$ cat src/rtl/float_div_16.sv
// Iterative half-precision floating-point divider (restoring, one quotient bit per clock).
// No denormals, no inf/NaN; overflow and divide-by-zero saturate to the largest magnitude.
module float_div_16 #(
    parameter int EXP_W = 5,
    parameter int MAN_W = 10,
    parameter int BIAS  = 15
) (
    input  logic                   clk_i,
    input  logic                   rst_i,
    input  logic [EXP_W+MAN_W:0]   data_1_i,
    input  logic [EXP_W+MAN_W:0]   data_2_i,
    input  logic                   valid_i,
    output logic                   ready_o,
    output logic [EXP_W+MAN_W:0]   data_div_o,
    output logic                   valid_o,
    input  logic                   ready_i,
    output logic                   dbz_o,
    output logic                   sat_o
);

    localparam int Q_W = MAN_W + 3;
    localparam int E_W = EXP_W + 3;
    localparam logic [3:0] CNT_INIT = 4'(Q_W - 1);
    localparam logic signed [E_W-1:0] E_MAX = E_W'((1 << EXP_W) - 1);
    localparam logic signed [E_W-1:0] E_ONE = E_W'(1);

    // valid/ready: a transfer happens on a rising edge where valid and ready are both high;
    // the producer holds its data stable from raising valid until that edge.
    typedef enum logic [1:0] {
        IDLE = 2'd0,
        DIV  = 2'd1,
        NORM = 2'd2,
        DONE = 2'd3
    } state_t;

    state_t state;
    state_t state_nxt;

    logic                   sgn;
    logic signed [E_W-1:0]  exp_r;
    logic [MAN_W:0]         mb;
    logic [MAN_W+1:0]       rem;
    logic [Q_W-1:0]         q;
    logic [3:0]             cnt;
    logic                   zero_a;
    logic                   zero_b;

    logic [EXP_W-1:0]       e1;
    logic [EXP_W-1:0]       e2;
    logic [MAN_W+2:0]       diff;
    logic                   ge;
    logic [MAN_W+1:0]       rem_nxt;

    logic [MAN_W:0]         m_pre;
    logic                   rnd;
    logic [MAN_W+1:0]       m_rnd;
    logic signed [E_W-1:0]  e_adj;
    logic signed [E_W-1:0]  e_fin;
    logic [EXP_W+MAN_W:0]   res;
    logic                   res_dbz;
    logic                   res_sat;

    assign ready_o = (state == IDLE);
    assign e1 = data_1_i[MAN_W +: EXP_W];
    assign e2 = data_2_i[MAN_W +: EXP_W];

    // One restoring step: subtract the divisor if it fits, then shift the partial remainder.
    always_comb begin
        diff    = {1'b0, rem} - {2'b00, mb};
        ge      = ~diff[MAN_W+2];
        rem_nxt = ge ? {diff[MAN_W:0], 1'b0} : {rem[MAN_W:0], 1'b0};
    end

    always_comb begin
        m_pre = q[Q_W-1:2];
        rnd   = q[1];
        e_adj = exp_r;
        if (!q[Q_W-1]) begin
            m_pre = q[Q_W-2:1];
            rnd   = q[0];
            e_adj = exp_r - E_ONE;
        end
        // A carry out of rounding leaves the low mantissa bits zero; only the exponent moves.
        m_rnd = {1'b0, m_pre} + {{(MAN_W+1){1'b0}}, rnd};
        e_fin = m_rnd[MAN_W+1] ? e_adj + E_ONE : e_adj;

        res     = {sgn, e_fin[EXP_W-1:0], m_rnd[MAN_W-1:0]};
        res_dbz = 1'b0;
        res_sat = 1'b0;
        if (zero_a) begin
            res = '0;
        end else if (zero_b) begin
            res     = {sgn, {(EXP_W+MAN_W){1'b1}}};
            res_dbz = 1'b1;
            res_sat = 1'b1;
        end else if (e_fin > E_MAX) begin
            res     = {sgn, {(EXP_W+MAN_W){1'b1}}};
            res_sat = 1'b1;
        end else if (e_fin < E_ONE) begin
            res = '0;
        end
    end

    always_ff @(posedge clk_i or posedge rst_i) begin
        if (rst_i) begin
            state <= IDLE;
        end else begin
            state <= state_nxt;
        end
    end

    always_comb begin
        state_nxt = state;
        case (state)
            IDLE:    if (valid_i) state_nxt = DIV;
            DIV:     if (cnt == 4'd0) state_nxt = NORM;
            NORM:    state_nxt = DONE;
            DONE:    if (ready_i) state_nxt = IDLE;
            default: state_nxt = IDLE;
        endcase
    end

    always_ff @(posedge clk_i or posedge rst_i) begin
        if (rst_i) begin
            sgn        <= 1'b0;
            exp_r      <= '0;
            mb         <= '0;
            rem        <= '0;
            q          <= '0;
            cnt        <= '0;
            zero_a     <= 1'b0;
            zero_b     <= 1'b0;
            data_div_o <= '0;
            valid_o    <= 1'b0;
            dbz_o      <= 1'b0;
            sat_o      <= 1'b0;
        end else begin
            case (state)
                IDLE: begin
                    if (valid_i) begin
                        sgn    <= data_1_i[EXP_W+MAN_W] ^ data_2_i[EXP_W+MAN_W];
                        exp_r  <= E_W'(e1) - E_W'(e2) + E_W'(BIAS);
                        mb     <= {1'b1, data_2_i[MAN_W-1:0]};
                        rem    <= {2'b01, data_1_i[MAN_W-1:0]};
                        q      <= '0;
                        cnt    <= CNT_INIT;
                        zero_a <= (e1 == '0);
                        zero_b <= (e2 == '0);
                    end
                end
                DIV: begin
                    rem <= rem_nxt;
                    q   <= {q[Q_W-2:0], ge};
                    cnt <= cnt - 4'd1;
                end
                NORM: begin
                    data_div_o <= res;
                    dbz_o      <= res_dbz;
                    sat_o      <= res_sat;
                    valid_o    <= 1'b1;
                end
                DONE: begin
                    if (ready_i) begin
                        valid_o <= 1'b0;
                        dbz_o   <= 1'b0;
                        sat_o   <= 1'b0;
                    end
                end
                default: ;
            endcase
        end
    end

endmodule

$ cat config.mk
export PLATFORM = sky130hd
export DESIGN_NAME = float_div_16
export DESIGN_NICKNAME = d
export VERILOG_FILES = /design/src/rtl/float_div_16.sv
export SDC_FILE = /design/constraint.sdc
export NUM_CORES = 1
export LEC_CHECK = 0
export CORE_MARGIN = 2
export CORE_UTILIZATION = 61
export CTS_BUF_LIST = sky130_fd_sc_hd__clkbuf_16
export CTS_CLUSTER_SIZE = 24
export DETAILED_ROUTE_END_ITERATION = 10
export PLACE_DENSITY_LB_ADDON = 0.3
export SYNTH_ARGS = -nofsm -noshare
export SYNTH_HDL_FRONTEND = slang
export SYNTH_SLANG_ARGS = --single-unit
$ cat constraint.sdc
create_clock -name clk_i -period 10.1 [get_ports clk_i]
set_input_delay 2.02 -clock clk_i [delete_from_list [all_inputs] [get_ports clk_i]]
set_output_delay 2.02 -clock clk_i [all_outputs]
set_load 0.02 [all_outputs]
==> results list <==
- Run status: finished clean
* Source-to-sink clock delay at the later pin of the worst-skew pair: 330 ps
* Cell class contributing the biggest share of worst-path delay: simple AND/OR/NAND/NOR gates
- Series of cell instances along the critical path: clkdlybuf4s50_1, nand2b_1, o21ai_2, nor2_1, a32oi_1, o31ai_1
- Arithmetic-cell share of the synthesized area counting full adders, half adders and majority gates: 7.85%
- Area taken by flip-flops and latches: 1780 um2
* LEAKAGE: 0.00246 uW
* Pwr/cell area: 327 nW/um2
- Global-route wire length before repair: 17.1 mm
* Chip Width: 91.4 um
- The routed design has 10.1 mm of wire.
* Number of max-slew violations in the final report: 0
* Layout cell share with drive strength beyond 1: 7.68%
- Category of the most critical setup path: input pin to flip-flop
* Logic depth of the worst setup path including buffers: 6
- IO Port Bufs: 55
* Effective utilization at floorplan: 63.5%
* Worst hold path type: flip-flop to flip-flop
- Global routing used 25.7% of the available tracks.
- Of the synthesized area, sequential elements account for 38.2%.
- Data required, critical path: 10,340 ps
* Cts-stage hold buffer count: 0
- Startpoint of the most critical register-to-register path: exp_r[0]
* Final estimated routing congestion in global placement: 0.892
- Average footprint of a synthesized cell: 9.33 um2
- Clock-pin slew reported for the worst setup and hold paths after clock tree synthesis: 60 ps
* Remaining Overflow, GRT: 0
- Of all nets on the critical path, the largest fanout is 23.
- CTS tree: built
- Yosys top cell by area: dfrtp_1
* Fraction of the mapped netlist area in simple logic gates: 13.9%
- Flop2flop setup slack: 6760 ps
- Counting flops with a built-in enable in the synthesized netlist gives 0.
* Final hold vios: 0
- Synthesized flop and latch total: 71
* Most common cell in the netlist: dfrtp_1
* Post-CTS setup buffer count: 0
- Final cell count without fillers: 646
* Achievable clock frequency: 256 MHz
- The cell area that synthesis handed to floorplanning was 4650 um2.
- Post-synthesis compound-gate area fraction: 20.2%
- Gate count after technology mapping: 499
- In the synthesized netlist the dominant register cell turns out to be dfrtp_1.
* Placed Instances: 630
- Cells taking the most area after synthesis: dfrtp_1 38%, ha_1 7.0%, xnor2_1 4.7%
- Dividing the final minimum period by the clock period gives 38.7%.
- After clock tree synthesis, the repair step resized 0 gates.
- No sink is reached through more buffers than the 2 on the longest clock path.
* Total power consumption of the routed design: 1810 uW
* Destination of the worst register-to-register timing path: data_div_o[9]
* Number of global-route vias before repair: 3,586
* Number of max-capacitance violations reported: 0
- Number of synthesis warnings: 0
- Xor/xnor share of the synthesized area: 6.96%
* WL/cell: 15.7 um
- Setup repair after global routing missed its margin: no
- Design area: 5530 um2
- Count of unique library cells instantiated by Yosys: 61
* DIE AREA: 8340 um2
- Area of the core: 7330 um2
- Overall via count from detail_route: 3,857
* Final setup violation count: 0
- Area share of the largest cell type after synthesis: 38.2%
* Portion of netlist area occupied by mux cells: 6.94%
- In this run the worst setup path terminates at rem[11].
- Inserted Diodes: 0
- The first routing iteration left 264 violations.
* Area overhead of the layout relative to synthesis: 18.7%
- Counting cells, the worst reg-to-reg path comes to 8.
- After the last flow step, the layout net total stands at 606.
* Share of async-settable or async-resettable flops after synthesis: 100%
- Worst-margin pin slew: 942 ps
- Detailed-route DRC error count: 0
- For this design the top-level I/O count stands at 56.
* Synth Net Count: 563
- The first TritonRoute pass finished after 5 iterations.
- CTS Buf Count: 9
- Counting the fill cells in the layout gives 481.
* Y dimension of the die: 91.4 um
- Largest family of logic cells by synthesized area: compound AO/OA/AOI/OAI gates
* Placed wire-length estimate after detailed placement: 7.22 mm
- Worst relative slew slack: 37.0%
* Type of element capturing the critical path: flip-flop
- Maximum number of pins on one net before global-route repair: 72
- Setup clock skew after layout: 5.76 ps
* Row count: 31
- Clk sinks: 71
- Fin Setup TNS: 0 ps
- Remaining number of nets flagged by the antenna check after routing: 0
* CTS root buffer: clkbuf_16
* Post-placement cell area: 5250 um2
- Worst path arrival time: 4150 ps
- Area of combinational cells with multiple inputs: 2600 um2
- For this run, the slowest stage of the critical path takes 820 ps.
* Cell with the biggest individual delay on the critical path: nor2_1
- Number of buffer and inverter stages on the critical path: 1
- Depth of the CTS H-tree: 3
- Worst supply voltage drop on vdd: 0.221 mV
- Vias per cell: 5.97
* Most common library cells after synthesis: 71 x dfrtp_1, 42 x nand2_1, 40 x o21ai_0
- Critical path startpoint category: input pin
- Launch point of the worst path: valid_i
* Antenna violations before repair: 0
* Min cycle time layout: 3900 ps
## cells in the final DEF (no fill, tap or decap), drive strengths merged, types with 3 or more instances in the layout
cell           instances
nor4                   5
o22ai                  5
nor3                   5
xnor2                 25
a211o                  9
nand4                  3
o31ai                  6
nand2                 42
dfrtp                 71
nor3b                  3
and3                  11
xor2                  12
clkinv                 6
a21oi                 22
clkbuf                 9
nand3                 10
ha                    26
o211a                  3
buf                    5
o21ai                 43
a22o                  12
a21o                   3
inv                   41
mux2                  16
nand2b                 6
o21a                   4
or3                    5
mux2i                 12
clkdlybuf4s50         55
nor2                  33
a21boi                 3
## final cells by class
class / instances / area share [%]
multi-input cells: 359 / 47.1
flip-flops and latches: 71 / 32.1
clock buffers: 9 / 4.08
repair buffers: 60 / 10.6
well taps: 99 / 2.24
clock inverters: 7 / 1.02
inverters: 41 / 2.78
## per-layer routing
metal  routed length [um]  vias to the layer above  global-route usage [%]
met5                    0                        -                       0
met4                  196                        0                    10.4
met3                  363                       20                    3.24
met2                 5030                       96                    42.8
met1                 4540                     1868                    34.2
li1                     -                     1873                       -
## worst reg2reg max path: stages, from the launching register on
cell      delay (ps)
dfrtp_1          510
inv_1            100
ha_1             340
o41ai_1          680
nand4_1          360
o221ai_1         260
and3_1           550
and2_4           330
a221o_1          130
## flip-flops by register name (all words and copies together), names as in the netlist, 2 cells and up
signal and count:
state 2, mb 11, q 13, data_div_o 16, exp_r 7, rem 12
cnt 4
## report_power, final
| group | switching [uW] | leakage, uW | internal, uW |
|---|---|---|---|
| clock | 114 | 0.000149 | 187 |
| combinational | 567 | 0.00143 | 450 |
| sequential | 93.9 | 0.000884 | 397 |
| total | 776 | 0.00246 | 1030 |
## per-stage QoR
| step | utilization, % | worst slack (ps) | hold WS [ps] |
|---|---|---|---|
| floorplan | - | 6280 | 418 |
| global placement | 71.5 | 5990 | 433 |
| detailed placement | 71.5 | 5880 | 438 |
| CTS | 75.4 | 6220 | 450 |
| global route | 75.4 | 6030 | 481 |
| finish | 75.4 | 6200 | 446 |
## worst min-delay path by stage
stage	from	endpoint	slack [ps]	depth (start not counted)
after detailed placement	mb[10]	mb[10]	440	2
final	mb[10]	mb[10]	450	2
after CTS	mb[10]	mb[10]	450	2
after global placement	mb[10]	mb[10]	430	2
after floorplan	mb[10]	mb[10]	420	2
after global routing	mb[10]	mb[10]	480	2
## cell families after synthesis
logic type / count (synthesis)
AOI/OAI and AO/OA: 133
xor gates and xnor gates: 37
adders and majority gates: 28
buffers and inverters: 69
DFF: 71
muxes: 29
and+or+nand+nor: 132
Note: power is estimated with default switching activity, not from simulation.
